File: src/rtl/reg_snap_reader.sv
// reg_snap_reader: captures {r8, r5, r2} into a shadow register on start and shifts it out
// MSB-first over a valid/ready serial link, with an optional even-parity bit at the end.
//
// Ports:
//   ck    in   system clock, rising edge
//   rn    in   asynchronous active-low reset
//   start in   capture-and-send request, ignored while busy
//   r8    in   8-bit register value
//   r5    in   5-bit register value
//   r2    in   2-bit register value
//   srdy  in   consumer ready; a bit moves on an edge with sval & srdy
//   sdo   out  serial data bit (shadow MSB)
//   sval  out  sdo valid
//   busy  out  frame in progress
//   done  out  one-cycle pulse after the last bit transfers
module reg_snap_reader #(
    parameter int PARITY = 1
) (
    input  logic       ck,
    input  logic       rn,
    input  logic       start,
    input  logic [7:0] r8,
    input  logic [4:0] r5,
    input  logic [1:0] r2,
    input  logic       srdy,
    output logic       sdo,
    output logic       sval,
    output logic       busy,
    output logic       done
);
    localparam logic [3:0] LAST = 4'(14 + PARITY);

    typedef enum logic {IDLE, SEND} state_t;

    state_t      state, state_n;
    logic [15:0] shadow, shadow_n;
    logic [3:0]  cnt, cnt_n;
    logic        done_n;
    logic [14:0] snap;

    assign snap = {r8, r5, r2};

    // Bit 0 of the shadow holds the parity bit; with parity disabled it is a zero
    // that is never transferred, so the shadow drains to all zeros either way.
    always_comb begin
        state_n  = state;
        shadow_n = shadow;
        cnt_n    = cnt;
        done_n   = 1'b0;
        if (state == IDLE) begin
            if (start) begin
                state_n  = SEND;
                shadow_n = {snap, (PARITY != 0) ? ^snap : 1'b0};
                cnt_n    = 4'd0;
            end
        end else if (srdy) begin
            shadow_n = {shadow[14:0], 1'b0};
            cnt_n    = (cnt == LAST) ? 4'd0 : cnt + 4'd1;
            if (cnt == LAST) begin
                state_n = IDLE;
                done_n  = 1'b1;
            end
        end
    end

    always_ff @(posedge ck or negedge rn) begin
        if (!rn) begin
            state  <= IDLE;
            shadow <= 16'd0;
            cnt    <= 4'd0;
            done   <= 1'b0;
        end else begin
            state  <= state_n;
            shadow <= shadow_n;
            cnt    <= cnt_n;
            done   <= done_n;
        end
    end

    // Straight decodes of flops, so every output is glitch-free and has no input path.
    assign sdo  = shadow[15];
    assign sval = (state == SEND);
    assign busy = (state == SEND);

endmodule

File: config.mk
export PLATFORM = sky130hd
export DESIGN_NAME = reg_snap_reader
export DESIGN_NICKNAME = d
export VERILOG_FILES = /design/src/rtl/reg_snap_reader.sv
export SDC_FILE = /design/constraint.sdc
export NUM_CORES = 1
export LEC_CHECK = 0
export CORE_MARGIN = 3
export CORE_UTILIZATION = 30
export DETAILED_ROUTE_END_ITERATION = 10
export SKIP_CTS_REPAIR_TIMING = 1
export SLEW_MARGIN = 20
export SYNTH_ARGS = -nofsm -noshare
export SYNTH_HDL_FRONTEND = slang
export SYNTH_SLANG_ARGS = --single-unit
File: constraint.sdc
create_clock -name ck -period 1.18 [get_ports ck]
set_input_delay 0.118 -clock ck [delete_from_list [all_inputs] [get_ports ck]]
set_output_delay 0.118 -clock ck [all_outputs]
set_load 0.05 [all_outputs]
==> flow_metrics.tcl, run 1 <==
set metrics [dict create \
    drive_gt1_share_pct 22.8 \
    rsz0062_at_grt "true" \
    synth.yosys.warnings 0 \
    worst_clock_skew_ns 0.00213 \
    floorplan_core_area_um2 3490 \
    detailedPlace.worstSlack_ns -0.580 \
    antenna_violations_before_repair 0 \
    synth.area.top_cells "sky130_fd_sc_hd__dfrtp_1 49%, sky130_fd_sc_hd__mux2i_1 13%, sky130_fd_sc_hd__o21ai_0 6.2%" \
    post_synth_net_total 124 \
    die_w_um 67.4 \
    first_global_vias 882 \
    maxSlewHeadroom_pct 81.1 \
    vdd_ir_drop_max_uv 643 \
    share_comb_of_total_power_pct 35.5 \
    status "finished, violations left" \
    largest_area_contributor_in_the_synthesized_netlist "sky130_fd_sc_hd__dfrtp_1" \
    post_synth_num_cell_types 21 \
    grt_overflow 0 \
    worst_slew_pin_slew_ns 0.284 \
    pin_count 23 \
    groute.usage.overall_pct 11.7 \
    pwr-share-clk_pct 19.6 \
    cp_data_arrival_time_ns 1.42 \
    place.gp.congestion 0.734 \
    route.detailed.wl_per_inst_um 13.1 \
    seq_power_share_pct 44.9 \
    power.leakage_nw 0.891 \
    fmax_mhz 789 \
    mostFrequentLayoutCells "21 x sky130_fd_sc_hd__dfrtp_1, 15 x sky130_fd_sc_hd__mux2i_1, 15 x sky130_fd_sc_hd__nand2_1, 15 x sky130_fd_sc_hd__o21ai_1" \
    detailroute.via_count 840 \
    max_cap_violations 0 \
    syn-cell-area_um2 1130 \
    finalSetupViolCount 15 \
    finalCriticalPeriod_ns 1.27 \
    internal_power_mw 1.67 \
    crit_fanout 2 \
    hold_path_class "primary input to flip-flop" \
    placement.cell_area_um2 1530 \
    post-synth-top-area-fraction_pct 48.7 \
    synth-seq-cells 22 \
    tritoncts "yes" \
    dieHeight_um 67.4 \
    setup_total_negative_slack_ns -0.416 \
    seq_area_frac_synth_pct 48.7 \
    cts_inserted_buffers 3 \
    numPortBuffers 22 \
    floorplan.rows 21 \
    critical_path_required_ns 1.33 \
    p_per_area_nw_per_um2 1470 \
    first_pass_iters 4 \
    finalWorstSetupSlack_ns -0.0882 \
    cts_num_sinks 22 \
    antenna_left 0 \
    whs_ns 0.123 \
    slew_viol_final 0 \
    full_die_area_um2 4540 \
    timing.reg2reg.worst_path_depth 4 \
    power.net_switching_mw 0.749 \
    violations "setup timing" \
    hold_depth 3 \
    route.final.wire_length_mm 2.39 \
    cts-htree-levels 1 \
    critical_path.startpoint_type "primary input" \
    grt_start_max_net_pins 23 \
    ctsLongestPathBuffers 2 \
    avgViaCountPerCell 4.62 \
    final_min_period_over_clock_period_pct 107 \
    p_sw_share_pct 31.0 \
    drc_violations_left 0 \
    n_antenna_cell 0 \
    layout.cells.most_common "sky130_fd_sc_hd__dfrtp_1" \
    final_area_um2 1650 \
    cts.reportedPaths.clkPinSlew_ns 0.08 \
    place_hpwl_mm 1.76 \
    syn_inst 104 \
    grt_pass1_wl_mm 3.97 \
    critical_path_sink_type "flip-flop" \
    final_net_count 157 \
    areaGrowthSynthToFinish_pct 45.5 \
    worst_skew_pair.late_latency_ns 0.25 \
    mapped_avg_cell_area_um2 10.9 \
    initial_standard_cell_utilization_of_the_core_pct 32.4 \
    worstSetupPathType "primary input to flip-flop" \
    ctsRootBufferMaster "sky130_fd_sc_hd__clkbuf_8" \
    timing_hold_violations_final 0 \
    fin_total_pwr_mw 2.42 \
    drtIter0Drc 17 \
]
-- registers in the layout, summed over array words and instances (netlist names) --
register / count
shadow: 16
cnt: 4
busy: 1
done: 1
-- cells in the mapped netlist --
cell	n
sky130_fd_sc_hd__o21ai_0	14
sky130_fd_sc_hd__nor2_1	5
sky130_fd_sc_hd__clkbuf_1	1
sky130_fd_sc_hd__a32o_1	1
sky130_fd_sc_hd__buf_2	4
sky130_fd_sc_hd__a21o_1	1
sky130_fd_sc_hd__xnor3_1	3
sky130_fd_sc_hd__mux2i_1	15
sky130_fd_sc_hd__dfrtp_1	22
sky130_fd_sc_hd__nand3_1	3
sky130_fd_sc_hd__xnor2_2	1
sky130_fd_sc_hd__o21ai_1	2
sky130_fd_sc_hd__nor2b_1	1
sky130_fd_sc_hd__a21oi_1	2
sky130_fd_sc_hd__buf_4	1
sky130_fd_sc_hd__xnor2_1	6
sky130_fd_sc_hd__ha_1	1
sky130_fd_sc_hd__o31ai_1	1
sky130_fd_sc_hd__nand2_1	16
sky130_fd_sc_hd__xor2_1	2
sky130_fd_sc_hd__a22o_1	2
-- final cells by class --
class	instances	area [um2]
clock buffers	4	45.0
fillers	324	1850
multi-input cells	76	604
flip-flops and latches	22	554
well taps	46	57.6
repair buffers	34	384
-- per-stage QoR --
| stage | util [%] | cells |
|---|---|---|
| 2_1_floorplan | - | 104 |
| 3_3_place_gp | 43.6 | 177 |
| 3_5_place_dp | 43.6 | 177 |
| 4_1_cts | 44.9 | 181 |
| 5_1_grt | 47.1 | 182 |
| 6_report | 47.1 | 182 |
-- power groups by stage --
| stage | Combinational (mW) | Clock (mW) | Sequential, mW |
|---|---|---|---|
| after floorplan | 0.462 | 0 | 1.13 |
| after global placement | 0.790 | 0 | 1.09 |
| after detailed placement | 0.817 | 0 | 1.09 |
| after CTS | 0.818 | 0.493 | 1.08 |
| after global routing | 0.940 | 0.539 | 1.12 |
| final | 0.857 | 0.473 | 1.09 |
-- final timing paths --
check	from	endpoint	slack (ns)
worst min-delay path	r8[5]	shadow[13]	0.12
max in group asynchronous	rn	busy	0.72
min in group asynchronous	rn	shadow[7]	0.21
worst max register to register	busy	cnt[1]	-0.06
worst min register to register	shadow[4]	shadow[4]	0.48
worst max-delay path	r8[1]	shadow[0]	-0.09
-- cells by family (layout without fill, tap and decap cells) --
kind of cell / after synthesis / count (layout) / share of synthesized area [%]
AOI/OAI and AO/OA: 23 / 23 / 11.7
xor gates and xnor gates: 12 / 12 / 13.6
adders and majority gates: 1 / 1 / 1.11
DFF: 22 / 22 / 48.7
muxes: 15 / 15 / 13.3
buffers and inverters: 6 / 38 / 2.77
and+or+nand+nor: 25 / 25 / 8.85
-- per-layer routing --
layer  track usage, %  wire length [um]  vias to the layer above
li1                 -                 -                      424
met2             19.8              1120                       19
met4             4.56                17                        0
met5                0                 0                        -
met3             2.00               137                        2
met1             14.8              1110                      395
-- worst max-delay path: stages --
cell and delay (ns):
sky130_fd_sc_hd__dlymetal6s2s_1 0.16, sky130_fd_sc_hd__xnor2_2 0.16, sky130_fd_sc_hd__xnor3_1 0.41, sky130_fd_sc_hd__xnor3_1 0.37, sky130_fd_sc_hd__a22o_1 0.20
Note: power is estimated with default switching activity, not from simulation.
==> run 2, diff against run 1 <==
--- a/config.mk
+++ b/config.mk
@@ -5,9 +5,11 @@
 export SDC_FILE = /design/constraint.sdc
 export NUM_CORES = 1
 export LEC_CHECK = 0
-export CORE_MARGIN = 3
-export CORE_UTILIZATION = 30
+export CORE_MARGIN = 2
+export CORE_UTILIZATION = 45
 export DETAILED_ROUTE_END_ITERATION = 10
+export PLACE_DENSITY = 0.74
+export RECOVER_POWER = 25
 export SKIP_CTS_REPAIR_TIMING = 1
 export SLEW_MARGIN = 20
 export SYNTH_ARGS = -nofsm -noshare
==> flow_metrics.tcl, run 2 (synthesized netlist as in run 1, its figures left out) <==
set metrics [dict create \
    worst_skew_pair.late_latency_ns 0.30 \
    tritoncts "yes" \
    place.gp.congestion 0.688 \
    die_w_um 54.1 \
    detailedPlace.worstSlack_ns -0.549 \
    max_cap_violations 0 \
    first_pass_iters 3 \
    hold_path_class "primary input to flip-flop" \
    numPortBuffers 22 \
    finalCriticalPeriod_ns 1.27 \
    violations "setup timing" \
    cts_inserted_buffers 3 \
    max_flop_register "shadow" \
    max_reg_flops 16 \
    p_per_area_nw_per_um2 1430 \
    grt_start_max_net_pins 25 \
    critical_path.slowest_cell "sky130_fd_sc_hd__dfrtp_4" \
    grt_overflow 0 \
    timing_hold_violations_final 0 \
    maxSlewHeadroom_pct 63.7 \
    whs_ns 0.170 \
    status "finished, violations left" \
    first_global_vias 881 \
    pin_count 23 \
    floorplan.rows 18 \
    critical_path_required_ns 1.06 \
    groute.usage.overall_pct 18.2 \
    route.final.wire_length_mm 2.32 \
    vdd_ir_drop_max_uv 975 \
    avgViaCountPerCell 5.14 \
    worst_clock_skew_ns 0.0109 \
    finalWorstSetupSlack_ns -0.0859 \
    worstSetupPathType "flip-flop to output port" \
    detailroute.via_count 859 \
    route.detailed.wl_per_inst_um 13.9 \
    final_area_um2 1640 \
    grt_pass1_wl_mm 3.78 \
    areaGrowthSynthToFinish_pct 44.9 \
    n_antenna_cell 0 \
    critical_path.startpoint_type "flip-flop" \
    drive_gt1_share_pct 24.1 \
    rsz0062_at_grt "true" \
    cts.reportedPaths.clkPinSlew_ns 0.12 \
    largest_registers "shadow: 16 flops, cnt: 4 flops" \
    drtIter0Drc 8 \
    cts-htree-levels 1 \
    drc_violations_left 0 \
    initial_standard_cell_utilization_of_the_core_pct 46.5 \
    slew_viol_final 0 \
    cp_slowest_stage_delay_ns 0.55 \
    mostFrequentLayoutCells "21 x sky130_fd_sc_hd__dfrtp_1, 15 x sky130_fd_sc_hd__mux2i_1, 15 x sky130_fd_sc_hd__nand2_1, 13 x sky130_fd_sc_hd__o21ai_1, 10 x sky130_fd_sc_hd__buf_4" \
    cts_num_sinks 22 \
    final_min_period_over_clock_period_pct 107 \
    fmax_mhz 790 \
    critical_path.cell_chain "buf_6 > buf_12" \
    place_hpwl_mm 1.77 \
    dieHeight_um 54.1 \
    ctsRootBufferMaster "sky130_fd_sc_hd__clkbuf_4" \
    ctsLongestPathBuffers 2 \
    full_die_area_um2 2930 \
    crit_fanout 6 \
    placement.cell_area_um2 1550 \
    power.leakage_nw 0.890 \
    cp_data_arrival_time_ns 1.15 \
    antenna_left 0 \
    critical_path_sink_type "output port" \
    layout.cells.most_common "sky130_fd_sc_hd__dfrtp_1" \
    worst_slew_pin_slew_ns 0.545 \
    finalSetupViolCount 18 \
    floorplan_core_area_um2 2430 \
    final_net_count 158 \
    antenna_violations_before_repair 0 \
]
[run 2: path summary, 6_finish.rpt]
path / startpoint / to / slack [ns] / depth (start not counted)
max: busy / busy / -0.09 / 2
min: r8[3] / shadow[11] / 0.17 / 3
max reg2reg: busy / shadow[9] / -0.05 / 3
min reg2reg: shadow[12] / shadow[12] / 0.50 / 2
max in group asynchronous: rn / busy / 0.46 / 2
min in group asynchronous: rn / cnt[1] / 0.32 / 2
[run 2: report_power, final]
part | internal, mW | leakage (nW) | switching [mW]
Sequential | 0.949 | 0.293 | 0.139
Clock | 0.188 | 0.0210 | 0.215
Combinational | 0.483 | 0.577 | 0.378
Total | 1.62 | 0.890 | 0.733
[run 2: per-layer routing]
layer,track usage [%],wire length (um),up-vias
met5,0,0,-
met4,6.25,15,0
met3,3.61,91,2
met2,31.5,1170,14
met1,22.2,1040,419
li1,-,-,424
[run 2: worst max-delay path, delay by kind of cell (launching register included)]
kind	cells	cell delay, ns
buf+inv	2	0.29
flops	1	0.55
[run 2: cell type report]
type | count | area (um2)
flip-flops and latches | 22 | 554
clock buffers | 4 | 36.3
fillers | 212 | 793
repair buffers | 35 | 392
well taps | 30 | 37.5
multi-input cells | 76 | 619
[run 2: stage by stage]
step	utilization [%]	setup TNS (ns)	total power [mW]	instances
after global routing	67.4	-1.66	2.52	167
after floorplan	-	-0.471	1.59	104
after global placement	63.5	-2.36	1.89	163
final	67.4	-0.697	2.35	167
after detailed placement	63.5	-2.69	1.93	163
after CTS	65.0	-0.710	2.34	167
==> run 3, diff against run 2 <==
--- a/config.mk
+++ b/config.mk
@@ -5,10 +5,11 @@
 export SDC_FILE = /design/constraint.sdc
 export NUM_CORES = 1
 export LEC_CHECK = 0
+export ABC_AREA = 1
 export CORE_MARGIN = 2
-export CORE_UTILIZATION = 45
+export CORE_UTILIZATION = 47
 export DETAILED_ROUTE_END_ITERATION = 10
-export PLACE_DENSITY = 0.74
+export PLACE_DENSITY = 0.75
 export RECOVER_POWER = 25
 export SKIP_CTS_REPAIR_TIMING = 1
 export SLEW_MARGIN = 20
==> flow_metrics.tcl, run 3 <==
set metrics [dict create \
    status "finished, violations left" \
    violations "setup timing" \
    hold_path_class "primary input to flip-flop" \
    post_synth_net_total 204 \
    initial_standard_cell_utilization_of_the_core_pct 49.9 \
    final_net_count 248 \
    timing_hold_violations_final 0 \
    grt_start_max_net_pins 23 \
    synth-main-ff-cell "sky130_fd_sc_hd__dfrtp_1" \
    finalCriticalPeriod_ns 1.24 \
    worst_skew_pair.late_latency_ns 0.32 \
    max_cap_violations 0 \
    critical_path_sink_type "flip-flop" \
    route.detailed.wl_per_inst_um 12.9 \
    post-synth-top-area-fraction_pct 40.0 \
    syn_inst 184 \
    numPortBuffers 22 \
    worst_clock_skew_ns 0.00116 \
    largest_registers "shadow: 16 flops, cnt: 4 flops" \
    timing.reg2reg.setup_slack_ns -0.06 \
    final_min_period_over_clock_period_pct 105 \
    full_die_area_um2 3370 \
    die_w_um 58.1 \
    cp.buffers_inverters 3 \
    final-instance-count-excl-fill 258 \
    max_reg_flops 16 \
    finalWorstSetupSlack_ns -0.0638 \
    floorplan_core_area_um2 2760 \
    dp_cells 248 \
    path_delay_family "flip-flops" \
    cts-htree-levels 1 \
    seq_area_frac_synth_pct 40.0 \
    place_hpwl_mm 2.28 \
    cts_num_sinks 22 \
    finalCoreUtilization_pct 72.8 \
    first_pass_iters 4 \
    antenna_violations_before_repair 0 \
    drive_gt1_share_pct 25.6 \
    final_area_um2 2010 \
    n_antenna_cell 0 \
    worst_slew_pin_slew_ns 0.561 \
    floorplan.rows 19 \
    pin_count 23 \
    drc_violations_left 0 \
    cp_slowest_stage_delay_ns 0.50 \
    layout.cells.most_common "sky130_fd_sc_hd__nand2_1" \
    cts.reportedPaths.clkPinSlew_ns 0.13 \
    crit_fanout 6 \
    power.leakage_nw 1.07 \
    slew_viol_final 0 \
    mapped_avg_cell_area_um2 7.47 \
    areaGrowthSynthToFinish_pct 46.0 \
    synth.area.top_cells "sky130_fd_sc_hd__dfrtp_1 40%, sky130_fd_sc_hd__nand2_1 22%, sky130_fd_sc_hd__a31oi_1 6.4%" \
    critical_path.slowest_cell "sky130_fd_sc_hd__dfrtp_2" \
    vdd_ir_drop_max_uv 1110 \
    synthMostInstantiatedCell "sky130_fd_sc_hd__nand2_1" \
    antenna_left 0 \
    rsz0062_at_grt "true" \
    cts_inserted_buffers 3 \
    p_per_area_nw_per_um2 1460 \
    critical_path_required_ns 1.39 \
    mostFrequentLayoutCells "80 x sky130_fd_sc_hd__nand2_1, 21 x sky130_fd_sc_hd__dfrtp_1, 16 x sky130_fd_sc_hd__buf_4, 13 x sky130_fd_sc_hd__a31oi_1" \
    route.final.wire_length_mm 3.32 \
    groute.usage.overall_pct 20.6 \
    tritoncts "yes" \
    detailroute.via_count 1358 \
    critical_path.startpoint_type "flip-flop" \
    fmax_mhz 804 \
    drtIter0Drc 36 \
    max_flop_register "shadow" \
    synth.cells.most_frequent "81 x sky130_fd_sc_hd__nand2_1, 22 x sky130_fd_sc_hd__dfrtp_1, 14 x sky130_fd_sc_hd__a31oi_1" \
    dieHeight_um 58.1 \
    asyncSetResetFlopFracSynth_pct 100 \
    finalSetupViolCount 17 \
    avgViaCountPerCell 5.26 \
    largest_area_contributor_in_the_synthesized_netlist "sky130_fd_sc_hd__dfrtp_1" \
    synth_edf_count 0 \
    synth-seq-cells 22 \
    maxSlewHeadroom_pct 62.6 \
    place.gp.congestion 0.773 \
    grt_pass1_wl_mm 5.35 \
    critical_path.cell_chain "nand2_4 > inv_4 > nor2_8 > inv_8 > buf_12 > nor2_2 > a31oi_1" \
    syn-cell-area_um2 1380 \
    worstSetupPathType "flip-flop to flip-flop" \
    ctsLongestPathBuffers 2 \
    first_global_vias 1318 \
    synth.yosys.warnings 0 \
    post_synth_num_cell_types 22 \
    ctsRootBufferMaster "sky130_fd_sc_hd__clkbuf_4" \
    placement.cell_area_um2 1780 \
    grt_overflow 0 \
    cp_data_arrival_time_ns 1.46 \
    footprint_of_the_multi_input_gates_um2 753 \
    fin_total_pwr_mw 2.93 \
    setup_total_negative_slack_ns -0.689 \
    filler_cell_count 214 \
    area.sequential_um2 552 \
]
run 3: cell count changes in the layout (fill, tap and decap cells not counted), moves of 5 or more:
cell,change
sky130_fd_sc_hd__o21ai_1,-13
sky130_fd_sc_hd__nor2_2,+7
sky130_fd_sc_hd__inv_1,+11
sky130_fd_sc_hd__nor2_4,+7
sky130_fd_sc_hd__nand2_1,+65
sky130_fd_sc_hd__a31oi_1,+13
sky130_fd_sc_hd__buf_4,+6
sky130_fd_sc_hd__nand3_1,+5
sky130_fd_sc_hd__xnor2_2,-5
sky130_fd_sc_hd__mux2i_1,-15
run 3: layer usage:
| layer | GRT usage, % | vias to the layer above | wire [um] |
|---|---|---|---|
| li1 | - | 664 | - |
| met1 | 23.8 | 640 | 1310 |
| met2 | 37.3 | 46 | 1790 |
| met3 | 2.46 | 8 | 156 |
| met4 | 10.3 | 0 | 63 |
| met5 | 0 | - | 0 |
run 3: worst paths after layout:
kind | startpoint | to | cells after the start
setup / recovery | busy | shadow[10] | 7
hold / removal | r5[3] | shadow[6] | 3
setup reg to reg | busy | shadow[10] | 7
hold reg to reg | shadow[0] | shadow[0] | 2
max in group asynchronous | rn | busy | 2
min in group asynchronous | rn | shadow[13] | 2
run 3: logic make-up after synthesis:
| logic type | synth area share [%] |
|---|---|
| buf+inv | 10.0 |
| fa+ha+maj | 0.910 |
| simple gates | 35.3 |
| xor+xnor | 5.10 |
| compound gates | 8.64 |
| flops | 40.0 |
run 3: power breakdown:
| group | switching [mW] | internal, mW | leakage, nW |
|---|---|---|---|
| Clock | 0.251 | 0.189 | 0.0210 |
| Combinational | 0.587 | 0.627 | 0.807 |
| Sequential | 0.259 | 1.02 | 0.242 |
run 3: tightest hold or removal path: cells and delay by family:
kind | cells | cell delay [ns]
buffers and inverters | 1 | 0.15
AO/OA/AOI/OAI | 1 | 0.09
AND/OR/NAND/NOR | 1 | 0.08
run 3: through the flow:
stage	hold slack, ns	setup WS (ns)
floorplan	-0.178	-0.202
global placement	0.479	-0.186
detailed placement	0.489	-0.270
CTS	0.130	-0.171
global route	0.142	-0.115
finish	0.136	-0.0638
run 3: cell type report:
cell class	instances	share of cell area [%]
flip-flops and latches	22	27.5
well taps	31	1.93
multi-input cells	140	37.5
clock buffers	4	1.81
repair buffers	46	27.6
inverters	15	3.68
